===== src/rtl/tpu_pkg.sv =====
// Shared types and helpers for the systolic-array front end.
package tpu_pkg;

    typedef enum logic [2:0] {
        IDLE,
        CLEAR,
        STREAM,
        FLUSH,
        DONE
    } feeder_state_e;

    // Bit offset of a lane inside a packed multi-lane vector.
    function automatic int lane_lsb(input int lane, input int width);
        return lane * width;
    endfunction

endpackage


===== src/rtl/utils_sync_fifo.sv =====
// Synchronous FIFO with registered storage. Data written in one cycle is readable
// in the next cycle at the earliest. Push on full and pop on empty are ignored.
module utils_sync_fifo #(
    parameter int WIDTH = 8,
    parameter int DEPTH = 4
) (
    input  logic             clk_i,
    input  logic             rst_i,
    input  logic             push_i,
    input  logic [WIDTH-1:0] data_i,
    input  logic             pop_i,
    output logic [WIDTH-1:0] data_o,
    output logic             full_o,
    output logic             empty_o
);

    localparam int AW = (DEPTH > 1) ? $clog2(DEPTH) : 1;

    logic [WIDTH-1:0] mem_q [DEPTH];
    logic [WIDTH-1:0] mem_d [DEPTH];
    logic [AW-1:0]    wr_ptr_q, wr_ptr_d;
    logic [AW-1:0]    rd_ptr_q, rd_ptr_d;
    logic [AW:0]      count_q, count_d;
    logic             do_push;
    logic             do_pop;

    assign full_o  = (count_q == (AW+1)'(DEPTH));
    assign empty_o = (count_q == '0);
    assign data_o  = mem_q[rd_ptr_q];
    assign do_push = push_i && !full_o;
    assign do_pop  = pop_i && !empty_o;

    always_comb begin
        mem_d    = mem_q;
        wr_ptr_d = wr_ptr_q;
        rd_ptr_d = rd_ptr_q;
        count_d  = count_q;
        if (do_push) begin
            mem_d[wr_ptr_q] = data_i;
            wr_ptr_d        = wr_ptr_q + AW'(1);
        end
        if (do_pop) begin
            rd_ptr_d = rd_ptr_q + AW'(1);
        end
        case ({do_push, do_pop})
            2'b10:   count_d = count_q + (AW+1)'(1);
            2'b01:   count_d = count_q - (AW+1)'(1);
            default: count_d = count_q;
        endcase
    end

    always_ff @(posedge clk_i or posedge rst_i) begin
        if (rst_i) begin
            for (int i = 0; i < DEPTH; i++) begin
                mem_q[i] <= '0;
            end
            wr_ptr_q <= '0;
            rd_ptr_q <= '0;
            count_q  <= '0;
        end else begin
            mem_q    <= mem_d;
            wr_ptr_q <= wr_ptr_d;
            rd_ptr_q <= rd_ptr_d;
            count_q  <= count_d;
        end
    end

endmodule


===== src/rtl/act_skew_feeder.sv =====
// Activation feeder for the weight-stationary array: buffers input vectors, drives
// row r delayed by r cycles, and sequences each tile as clear, stream, flush, done.
module act_skew_feeder
    import tpu_pkg::*;
#(
    parameter int ROWS       = 4,
    parameter int DATA_WIDTH = 8,
    parameter int FIFO_DEPTH = 4,
    parameter int LEN_WIDTH  = 16
) (
    input  logic                       clk_i,
    input  logic                       rst_i,
    input  logic                       start_i,
    input  logic [LEN_WIDTH-1:0]       len_i,
    input  logic                       in_vld_i,
    output logic                       in_rdy_o,
    input  logic [ROWS*DATA_WIDTH-1:0] in_data_i,
    output logic [ROWS*DATA_WIDTH-1:0] act_o,
    output logic [ROWS-1:0]            act_vld_o,
    output logic                       clear_o,
    output logic                       busy_o,
    output logic                       done_o
);

    localparam int VW = ROWS * DATA_WIDTH;
    localparam int FW = $clog2(ROWS) + 1;

    feeder_state_e        state_q, state_d;
    logic [LEN_WIDTH-1:0] len_q, len_d;
    logic [LEN_WIDTH-1:0] pop_cnt_q, pop_cnt_d;
    logic [FW-1:0]        flush_cnt_q, flush_cnt_d;
    logic                 clear_q, clear_d;
    logic                 done_q, done_d;
    logic                 busy_q, busy_d;

    logic [VW-1:0] fifo_data;
    logic          fifo_full;
    logic          fifo_empty;
    logic          pop;

    utils_sync_fifo #(
        .WIDTH (VW),
        .DEPTH (FIFO_DEPTH)
    ) u_fifo (
        .clk_i   (clk_i),
        .rst_i   (rst_i),
        .push_i  (in_vld_i),
        .data_i  (in_data_i),
        .pop_i   (pop),
        .data_o  (fifo_data),
        .full_o  (fifo_full),
        .empty_o (fifo_empty)
    );

    assign in_rdy_o = !fifo_full;
    assign clear_o  = clear_q;
    assign done_o   = done_q;
    assign busy_o   = busy_q;

    always_comb begin
        state_d     = state_q;
        len_d       = len_q;
        pop_cnt_d   = pop_cnt_q;
        flush_cnt_d = flush_cnt_q;
        pop         = 1'b0;
        case (state_q)
            IDLE: begin
                if (start_i) begin
                    if (len_i != '0) begin
                        len_d     = len_i;
                        pop_cnt_d = '0;
                        state_d   = CLEAR;
                    end else begin
                        state_d = DONE;
                    end
                end
            end
            CLEAR: state_d = STREAM;
            STREAM: begin
                if (!fifo_empty) begin
                    pop       = 1'b1;
                    pop_cnt_d = pop_cnt_q + LEN_WIDTH'(1);
                    // Compare before incrementing so the counter never has to exceed len.
                    if (pop_cnt_q == len_q - LEN_WIDTH'(1)) begin
                        flush_cnt_d = '0;
                        state_d     = FLUSH;
                    end
                end
            end
            FLUSH: begin
                flush_cnt_d = flush_cnt_q + FW'(1);
                if (flush_cnt_q == FW'(ROWS - 1)) begin
                    state_d = DONE;
                end
            end
            DONE:    state_d = IDLE;
            default: state_d = IDLE;
        endcase
        clear_d = (state_d == CLEAR);
        done_d  = (state_d == DONE);
        busy_d  = (state_d != IDLE);
    end

    always_ff @(posedge clk_i or posedge rst_i) begin
        if (rst_i) begin
            state_q     <= IDLE;
            len_q       <= '0;
            pop_cnt_q   <= '0;
            flush_cnt_q <= '0;
            clear_q     <= 1'b0;
            done_q      <= 1'b0;
            busy_q      <= 1'b0;
        end else begin
            state_q     <= state_d;
            len_q       <= len_d;
            pop_cnt_q   <= pop_cnt_d;
            flush_cnt_q <= flush_cnt_d;
            clear_q     <= clear_d;
            done_q      <= done_d;
            busy_q      <= busy_d;
        end
    end

    // Lane r is a shift register r+1 deep; the last stage is the output register.
    for (genvar r = 0; r < ROWS; r++) begin : g_lane
        localparam int LSB = lane_lsb(r, DATA_WIDTH);

        logic [DATA_WIDTH-1:0] dat_q [r+1];
        logic [DATA_WIDTH-1:0] dat_d [r+1];
        logic [r:0]            vld_q, vld_d;

        always_comb begin
            dat_d    = dat_q;
            vld_d    = vld_q;
            dat_d[0] = pop ? fifo_data[LSB +: DATA_WIDTH] : '0;
            vld_d[0] = pop;
            for (int k = 1; k <= r; k++) begin
                dat_d[k] = dat_q[k-1];
                vld_d[k] = vld_q[k-1];
            end
        end

        always_ff @(posedge clk_i or posedge rst_i) begin
            if (rst_i) begin
                for (int k = 0; k <= r; k++) begin
                    dat_q[k] <= '0;
                end
                vld_q <= '0;
            end else begin
                dat_q <= dat_d;
                vld_q <= vld_d;
            end
        end

        assign act_o[LSB +: DATA_WIDTH] = dat_q[r];
        assign act_vld_o[r]             = vld_q[r];
    end

endmodule


===== config.mk =====
export PLATFORM = sky130hd
export DESIGN_NAME = act_skew_feeder
export DESIGN_NICKNAME = d
export VERILOG_FILES = /design/src/rtl/tpu_pkg.sv /design/src/rtl/utils_sync_fifo.sv /design/src/rtl/act_skew_feeder.sv
export SDC_FILE = /design/constraint.sdc
export NUM_CORES = 1
export LEC_CHECK = 0
export BUFFER_PORTS_ARGS = -buffer_cell sky130_fd_sc_hd__buf_4
export CAP_MARGIN = 0
export CORE_ASPECT_RATIO = 0.6
export CORE_MARGIN = 1.5
export CORE_UTILIZATION = 35
export CTS_BUF_LIST = sky130_fd_sc_hd__clkbuf_16
export CTS_CLUSTER_DIAMETER = 30
export DETAILED_ROUTE_END_ITERATION = 10
export PLACE_DENSITY_LB_ADDON = 0.25
export SLEW_MARGIN = 20
export SYNTH_ARGS = -nofsm -noshare
export SYNTH_HDL_FRONTEND = slang
export SYNTH_SLANG_ARGS = --single-unit

===== constraint.sdc =====
create_clock -name clk_i -period 12.15 [get_ports clk_i]
set_input_delay 2.43 -clock clk_i [delete_from_list [all_inputs] [get_ports clk_i]]
set_output_delay 2.43 -clock clk_i [all_outputs]
set_load 0.02 [all_outputs]

==> results.md, run 1 <==
* Vias in the first global route at 6,139
* Worst rel slew slack at 30.1%
* H-tree depth at 2
* Layout Area Growth over Synthesis at 22.2%
* Post-synthesis mux area share at 21.2%
* CTS tree: yes
* Sw frac at 31.6%
* Clock buffer count from CTS at 39
* Kind of critical path: in2reg
* Root Driver: clkbuf_16
* Multi-input logic area at 3810 µm²
* Initial antenna violation count at 2
* Final instance area at 12,800 µm²
* P per Cell Area at 289 nW/µm²
* Dpl hpwl at 12,900 µm
* Total Wirelength at 21,500 µm
* Combinational power share at 31.4%
* FP Rows at 48
* Final hold vios at 0
* Syn_nets at 791
* Share of cells above drive strength 1 at 38.3%
* Hold Crit Depth at 0
* Drt drc at 0
* Overall die width at 227 µm
* Yosys reg bits at 260
* Crit-path slowest cell: clkinv_1
* Final Util at 44.0%
* Die area at 31,100 µm²
* Latest clock arrival within the worst-skew pair at 520 ps
* Reg-to-reg endpoint: pop_cnt_q[15]
* Hold buffer count at CTS at 0
* Highest net fanout along the worst path at 34
* Clock Skews at 14.9 ps
* Worst EP arrival at 5350 ps
* Psw at 1.17 mW
* RSZ-0062 raised after global routing: no
* Maximum vdd drop at 0.109 mV
* Crit path largest cell delay at 980 ps
* First-pass GRT wire length at 35,300 µm
* Post-CTS setup buffer count at 0
* Worst EP required at 12,550 ps
* Remaining global-route overflow at 0
* Gpl congestion at 0.756
* Register area share after synthesis at 62.0%
* Adder-Cell Fraction of Synth Area at 1.26%
* Number of synthesized flops with an enable pin at 0
* Worst Hold Path EP: act_o[10]
* Nets at 893
* Storage element area at 6510 µm²
* Top_reg_cell synth: dfrtp_1
* Internal power at 2.54 mW
* Setup crit start: len_i[2]
* IO Pins at 92
* DR iter-0 viols at 407
* Worst Tran Pin Value at 1040 ps
* Netlist cell types at 50
* First drt pass iteration count at 5
* Hold crit path type: reg2reg
* Critical Path End Type: flip-flop
* Post-Synth Simple-Gate Area at 8.72%
* Post-layout min period at 4950 ps
* Final setup viols at 0
* Max Slew Vio Count at 0
* PortBufs at 91
* Hold_ws at 343 ps
* DR vias at 5,931
* Antenna Nets Post-Route at 0
* Die height at 137 µm
* Vias per inst at 4.70
* Final worst-path cycle share at 40.7%
* R2R Setup Slk at 9160 ps
* Leakage at 5.78 nW
* Worst setup SP type: input port
* Post-Synthesis Cells at 729
* Reg2Reg Depth at 6
* Max cap viols at 0
* Fmax at 202 MHz
* Clock network power share at 28.0%
* Outcome: completed
* Synth Area in Compound Gates at 1.88%
* PostCTS Resize Cnt at 0
* Syn Std Cell Area at 10,500 µm²
* CTS max path bufs at 3
* Largest net degree at the start of global routing at 126
* Filler cells at 2,632
* Clock transition at path regs at 50 ps
* Register share of total power at 40.6%
* XOR/XNOR Fraction of Synth Area at 3.17%
* Sink Count at 260
* HP Start: g_lane[1].dat_d[2]
* Post-synth ARST share at 100%
* Ys Warns at 0
* Dpl cell area at 11,600 µm²
* Starting Density at 36.0%
* Worst flop-to-flop path startpoint: state_q[2]
* GRT Total Usage at 14.9%
* Syn avg cell area at 14.4 µm²
* Critical path, cell by cell: buf_4 > nor4_1 > nand4_1 > nand2_1 > clkinv_1 > or3_1
* Core area at 29,100 µm²
* Total power at 3.71 mW
* TNS Setup at 0 ps
* Avg WL per Cell at 17.0 µm
* Largest family of logic cells by synthesized area: multiplexers
==> per-layer routing <==
layer	wire length [µm]	up-vias	part of all wire, %	track usage [%]
met4	424	2	2.0	4.22
met2	8780	107	41	20.4
met3	1330	43	6.2	4.27
met5	15	-	0.070	0
met1	10900	3004	51	22.6
li1	-	2775	-	-
==> kinds of logic after synthesis <==
family / Yosys count
simple gates: 177
mux: 166
compound gates: 28
fa+ha+maj: 10
xor+xnor: 38
flops: 260
buf+inv: 50
==> registers in the layout, indices dropped and copies added, names as in the netlist, 4 cells and up <==
signal        flops
len_q            16
g_lane.dat_d     48
pop_cnt_q        16
u_fifo.mem_q    128
act_o            24
g_lane.vld_q      4
g_lane.dat_q      8
==> how the worst max path moves through the flow <==
stage,to,cells after the start
CTS,state_q[0],6
global route,state_q[0],6
finish,state_q[0],6
global placement,state_q[0],6
floorplan,act_o[10],1
detailed placement,state_q[0],6
==> cells in the mapped netlist, types with 2 or more instances <==
cell type / n / area [µm²]
dfrtp_1: 260 / 6510
mux2_2: 128 / 1440
nand2_1: 62 / 233
and2_1: 34 / 213
mux4_2: 32 / 721
nor2_1: 28 / 105
xnor2_1: 20 / 175
clkbuf_1: 18 / 67.6
xor2_1: 18 / 158
buf_1: 15 / 56.3
inv_1: 15 / 56.3
nand3_1: 13 / 65.1
ha_1: 9 / 113
mux2i_1: 6 / 60.1
nand4_1: 6 / 37.5
a21oi_1: 5 / 25.0
nand2b_1: 5 / 31.3
nor3_1: 5 / 25.0
nor4_1: 5 / 31.3
o21ai_0: 5 / 25.0
nor4b_1: 4 / 35.0
and3_1: 3 / 18.8
o22ai_1: 3 / 18.8
a211oi_1: 2 / 15.0
and3b_1: 2 / 17.5
nand3b_1: 2 / 15.0
==> power groups by stage <==
stage	combinational (mW)	clock, mW	sequential [mW]
global placement	1.17	0	1.52
global route	1.29	1.12	1.56
floorplan	0.888	0	1.47
detailed placement	1.19	0	1.52
CTS	1.19	1.07	1.51
finish	1.17	1.04	1.51
==> per-stage QoR <==
step	worst slack, ps	cells
after CTS	7200	1261
after floorplan	2560	729
final	7200	1262
after global placement	6710	1190
after global routing	6900	1261
after detailed placement	6660	1190
==> critical path, delay by kind of cell <==
family	cells	cell delay, ps
buffers and inverters	2	1100
AND/OR/NAND/NOR	4	1820
==> cells in the final DEF (no fill, tap or decap), types with 13 or more instances in the layout <==
master,synthesis,final
nand2_1,62,58
dfrtp_1,260,258
mux4_2,32,32
nand3_1,13,13
clkbuf_16,0,39
nor2_1,28,28
and2_1,34,34
mux2_2,128,128
xor2_1,18,18
xnor2_1,20,20
inv_1,15,18
buf_4,1,95
==> area by class of cell <==
type | instances | area share (%)
well taps | 400 | 3.90
diodes | 1 | 0.0195
clock buffers | 39 | 7.61
flip-flops and latches | 260 | 50.8
repair buffers | 95 | 5.56
inverters | 16 | 0.527
clock inverters | 32 | 1.93
multi-input cells | 419 | 29.7
Note: power is estimated with default switching activity, not from simulation.
==> run 2: changes to the inputs <==
ABC_AREA = 1   (was default)
clock period = 4.9 ns   (was 12.15 ns; I/O delays follow)
==> results.md, run 2 <==
* Ys Warns at 0 (unchanged)
* Core area at 30,300 µm² (+4.2%)
* Reg2Reg Depth at 6 (unchanged)
* Root Driver: clkbuf_16
* Hold Crit Depth at 0 (unchanged)
* Final setup viols at 0 (unchanged)
* CTS tree: yes
* Total power at 9.01 mW (+140%)
* Cell with the most instances after synthesis: dfrtp_1
* Worst Tran Pin Value at 1040 ps (-7.54 ps)
* TNS Setup at 0 ps (unchanged)
* P per Cell Area at 670 nW/µm² (+130%)
* PortBufs at 91 (unchanged)
* RSZ-0062 raised after global routing: no
* Antenna Nets Post-Route at 0 (unchanged)
* Worst rel slew slack at 30.7% (+0.59 points)
* Final worst-path cycle share at 51.4%
* Hold crit path type: reg2reg
* Die height at 140 µm (+2.0%)
* Top_reg_cell synth: dfrtp_1
* Starting Density at 36.0% (about the same)
* Critical path, cell by cell: buf_4 > inv_1 > nand4_1 > nor2_1 > nand2_1 > nand2_2 > nand2_8 > nand2_4 > nor2_2 > nand2_1 > o21ai_1 > and2_1
* Final hold vios at 0 (unchanged)
* Total Wirelength at 24,100 µm (+12%)
* Fmax at 397 MHz
* Top reg by flops: u_fifo.mem_q
* Highest net fanout along the worst path at 42 (+24%)
* Latest clock arrival within the worst-skew pair at 540 ps (+20 ps)
* Commonest cells in the netlist: dfrtp_1 (260), nand2_1 (194), inv_1 (127)
* Syn Std Cell Area at 10,900 µm² (+4.2%)
* Post-Synthesis Cells at 1,091 (+50%)
* Vias in the first global route at 7,286 (+19%)
* Die area at 32,300 µm² (+4.1%)
* CTS max path bufs at 3 (unchanged)
* Register area share after synthesis at 59.5% (-2.5 points)
* PostCTS Resize Cnt at 0 (unchanged)
* First drt pass iteration count at 5 (unchanged)
* Dpl cell area at 12,100 µm² (+3.9%)
* Initial antenna violation count at 1 (-1)
* Post-Place Setup Slack at 1870 ps (-4790 ps)
* FP Rows at 49 (+2.1%)
* Overall die width at 231 µm (+2.0%)
* H-tree depth at 2 (unchanged)
* Max Slew Vio Count at 0 (unchanged)
* Final instance area at 13,400 µm² (+4.7%)
* Diodes inserted at 0 (-1)
* Post-layout min period at 2520 ps
* Clock transition at path regs at 50 ps (about the same)
* Remaining global-route overflow at 0 (unchanged)
* Largest register FFs at 128 (unchanged)
* Commonest non-fill, non-tap cell in the layout: dfrtp_1
* Layout Area Growth over Synthesis at 22.9%
* Worst EP required at 5320 ps (-7230 ps)
* Post-synth top area share at 59.5% (-2.5 points)
* Hold buffer count at CTS at 0 (unchanged)
* Max cap viols at 0 (unchanged)
* Cell taking the most area after synthesis: dfrtp_1
* Top cells by area, synth: dfrtp_1 (59%), nand2_1 (6.7%), o21ai_0 (5.4%), mux2_1 (5.1%), inv_1 (4.4%)
* CP dominant cell by count: nand2_1
* Drt drc at 0 (unchanged)
* Post-CTS setup buffer count at 0 (unchanged)
* Kind of critical path: in2reg
* Clock buffer count from CTS at 42 (+7.7%)
* Post-synth ARST share at 100% (unchanged)
* Setup ws final at 2380 ps (-4820 ps)
* Sink Count at 260 (unchanged)
* Yosys reg bits at 260 (unchanged)
* Worst Hold Path EP: g_lane[3].dat_d[9]
* Highest-count cells in the layout ignoring fill and taps: dfrtp_1 (258), nand2_1 (194), inv_1 (130)
* Crit-path slowest cell: nand2_2
* Crit path largest cell delay at 570 ps (-410 ps)
* Worst flop-to-flop path startpoint: u_fifo.count_q[0]
* First-pass GRT wire length at 40,200 µm (+14%)
* Number of synthesized flops with an enable pin at 0 (unchanged)
* DR iter-0 viols at 534 (+31%)
* Worst EP arrival at 2940 ps (-2410 ps)
* Syn_nets at 1,153 (+46%)
* Syn avg cell area at 10.0 µm² (-30%)
* Dpl hpwl at 15,500 µm (+21%)
* Gpl congestion at 0.827 (+9.4%)
* Netlist cell types at 34 (-32%)
* Largest net degree at the start of global routing at 91 (-28%)
* Vias per inst at 4.72 (+0.45%)
* Leakage at 6.31 nW (+9.2%)
* R2R Setup Slk at 2600 ps (-6560 ps)
* Reg-to-reg endpoint: u_fifo.mem_q[4]
* Nets at 1,248 (+40%)
* DR vias at 7,681 (+30%)
* Avg WL per Cell at 14.8 µm (-13%)
* IO Pins at 92 (unchanged)
* Critical Path End Type: flip-flop
* Share of cells above drive strength 1 at 17.8% (-21 points)
* Maximum vdd drop at 0.245 mV (+130%)
* HP Start: g_lane[3].dat_d[17]
* Outcome: completed
* Worst setup SP type: input port
* Clock Skews at 18.4 ps (+3.55 ps)
* GRT Total Usage at 15.6% (+0.75 points)
[run 2: worst max path at each step]
stage | startpoint | end | cells past startpoint
2_1_floorplan | rst_i | act_o[10] | 1
3_3_place_gp | len_i[14] | pop_cnt_q[11] | 12
3_5_place_dp | len_i[14] | pop_cnt_q[11] | 12
4_1_cts | len_i[14] | pop_cnt_q[11] | 12
5_1_grt | len_i[14] | pop_cnt_q[9] | 12
6_report | len_i[14] | pop_cnt_q[11] | 12
[run 2: final cells by class]
cell class | instances | area [µm²]
multi-input cells | 646 | 3710
clock inverters | 35 | 299
flip-flops and latches | 260 | 6510
well taps | 408 | 510
fillers | 2868 | 16900
repair buffers | 101 | 836
inverters | 135 | 513
clock buffers | 42 | 1050
[run 2: through the flow]
stage	utilization, %	instances	hold slack (ps)
after global routing	44.3	1627	348
after CTS	44.2	1626	343
final	44.3	1627	341
after floorplan	-	1091	331
after detailed placement	39.7	1549	335
after global placement	39.6	1547	332
[run 2: cell families (layout without fill, tap and decap cells)]
kind of cell	Yosys count	count (layout)	synth area share, %
adders and majority gates	10	10	1.21
and+or+nand+nor	319	319	13.0
buffers and inverters	185	313	6.72
DFF	260	260	59.5
xor gates and xnor gates	18	18	1.44
AOI/OAI and AO/OA	235	235	11.5
muxes	64	64	6.59
[run 2: worst max-delay path, delay by kind of cell]
| kind | cells | cell delay, ps |
|---|---|---|
| simple gates | 9 | 1700 |
| buf+inv | 2 | 170 |
| compound gates | 1 | 60 |
[run 2: where the power goes]
| group | leakage (nW) | internal (mW) | switching, mW |
|---|---|---|---|
| Combinational | 2.37 | 1.07 | 1.67 |
| Clock | 0.665 | 1.74 | 1.05 |
| Sequential | 3.28 | 3.01 | 0.469 |
[run 2: per-layer routing]
metal / global-route usage (%) / vias to the layer above / wire length (µm)
met5: 0 / - / 8
met4: 4.44 / 2 / 384
met3: 3.83 / 29 / 1420
met2: 20.5 / 168 / 9390
met1: 24.9 / 3696 / 12900
li1: - / 3786 / -
==> run 3: changes to the inputs <==
ABC_AREA = 0   (was 1)
clock period = 2.6 ns   (was 4.9 ns; I/O delays follow)
==> results.md, run 3 (synthesized netlist as in run 1, its figures left out) <==
* Outcome: completed
* Antenna Nets Post-Route at 0 (unchanged)
* DR vias at 6,108 (-20%)
* Die area at 31,100 µm² (-3.9%)
* Gpl congestion at 0.808 (-2.4%)
* IO Pins at 92 (unchanged)
* Worst Tran Pin Value at 635 ps (-402 ps)
* Largest net degree at the start of global routing at 64 (-30%)
* Total Wirelength at 22,000 µm (-8.5%)
* Final Util at 46.0% (+1.8 points)
* Dpl hpwl at 13,900 µm (-10%)
* Top delay family on crit path: simple AND/OR/NAND/NOR gates
* Setup ws final at 110 ps (-2270 ps)
* Fmax at 402 MHz
* Final worst-path cycle share at 95.8%
* Die height at 137 µm (-2.0%)
* First-pass GRT wire length at 35,700 µm (-11%)
* TNS Setup at 0 ps (unchanged)
* Largest register FFs at 128 (unchanged)
* FP Rows at 48 (-2.0%)
* H-tree depth at 2 (unchanged)
* Vias in the first global route at 6,442 (-12%)
* Filler cells at 2,635 (-8.1%)
* Hold_ws at 17.5 ps (-323 ps)
* Clock transition at path regs at 50 ps (about the same)
* Worst path bufs/invs at 1 (-1)
* Core area at 29,100 µm² (-4.0%)
* DR iter-0 viols at 330 (-38%)
* Worst EP arrival at 2890 ps (-50 ps)
* Final instance area at 13,400 µm² (-0.20%)
* CTS tree: yes
* Latest clock arrival within the worst-skew pair at 530 ps (about the same)
* Max cap viols at 0 (unchanged)
* Worst EP required at 3000 ps (-2320 ps)
* Clock Skews at 20.6 ps (+2.13 ps)
* Hold buffer count at CTS at 0 (unchanged)
* Sink Count at 260 (unchanged)
* Crit-path slowest cell: or4b_4
* Top reg by flops: u_fifo.mem_q
* Highest-count cells in the layout ignoring fill and taps: dfrtp_1 (258), mux2_2 (128), buf_4 (111)
* Hold crit path type: in2async
* Crit path largest cell delay at 490 ps (-80 ps)
* Share of cells above drive strength 1 at 41.0% (+23 points)
* CTS max path bufs at 3 (unchanged)
* Post-Place Setup Slack at 63.9 ps (-1800 ps)
* Worst rel slew slack at 57.4% (+27 points)
* Root Driver: clkbuf_16
* Diodes inserted at 0 (unchanged)
* First drt pass iteration count at 4 (-1)
* Starting Density at 36.0% (about the same)
* Drt drc at 0 (unchanged)
* Dpl cell area at 11,900 µm² (-1.2%)
* Final setup viols at 0 (unchanged)
* Avg WL per Cell at 17.0 µm (+15%)
* Kind of critical path: reg2reg
* P per Cell Area at 1380 nW/µm² (+110%)
* Overall die width at 227 µm (-2.0%)
* RSZ-0062 raised after global routing: no
* Highest net fanout along the worst path at 4 (-90%)
* Final hold vios at 0 (unchanged)
* Commonest non-fill, non-tap cell in the layout: dfrtp_1
* GRT Total Usage at 15.0% (-0.65 points)
* Critical path, cell by cell: inv_2 > ha_4 > or4b_4 > nor4b_4 > a21oi_1 > a31o_1 > o2111a_1 > and3_4 > or3_1
* Maximum vdd drop at 0.631 mV (+160%)
* Remaining global-route overflow at 0 (unchanged)
* Critical Path End Type: flip-flop
* Leakage at 6.06 nW (-4.0%)
* Vias per inst at 4.72 (about the same)
* Worst setup SP type: flip-flop
* Max Slew Vio Count at 0 (unchanged)
* Post-layout min period at 2490 ps
* PortBufs at 91 (unchanged)
* Nets at 922 (-26%)
* Clock buffer count from CTS at 41 (-2.4%)
* Initial antenna violation count at 0 (-1)
* Layout Area Growth over Synthesis at 27.7%
run 3: area by class of cell:
cell class | count | area (µm²) | share of cell area (%)
inverter | 16 | 63.8 | 0.476
tap | 400 | 500 | 3.73
timing repair buffer | 122 | 1050 | 7.86
multi-input combinational | 419 | 3820 | 28.5
clock buffer | 43 | 1080 | 8.03
clock inverter | 33 | 382 | 2.85
sequential | 260 | 6510 | 48.5
run 3: per-layer routing:
metal / GRT usage (%) / up-vias / routed length [µm]
li1: - / 2828 / -
met1: 22.1 / 3129 / 11300
met2: 21.1 / 115 / 9100
met3: 4.36 / 36 / 1210
met4: 4.52 / 0 / 394
met5: 0 / - / 0
run 3: timing repair:
| action | in CTS | in global routing |
|---|---|---|
| setup endpoints to repair | 0 | 1 |
| setup buffers | 0 | 4 |
| gates resized for setup | 0 | 4 |
run 3: power breakdown:
group	total, mW	internal [mW]	switching (mW)
clock	5.72	3.73	1.99
combinational	5.87	3.30	2.58
sequential	6.96	5.90	1.06
run 3: final timing paths:
check                              startpoint             endpoint  slack, ps  cells after the start
max reg2reg                          len_q[0]           state_q[0]        110                      9
min                                     rst_i    u_fifo.mem_q[123]         20                      2
max                                  len_q[0]           state_q[0]        110                      9
max in group asynchronous               rst_i  g_lane[2].dat_d[10]       1770                      4
min in group clk_i                   len_i[5]             len_q[5]        200                      3
min reg2reg                g_lane[3].dat_d[4]            act_o[28]        330                      0
run 3: worst reg2reg max path: stages, from the launching register on:
cell and delay (ps):
dfrtp_1 410, inv_2 90, ha_4 130, or4b_4 490, nor4b_4 320, a21oi_1 110
a31o_1 200, o2111a_1 160, and3_4 170, or3_1 290
run 3: per-stage QoR:
step	total power, mW	std cells
floorplan	11.0	729
global placement	12.8	1213
detailed placement	12.9	1213
CTS	18.8	1289
global route	19.7	1293
finish	18.5	1293
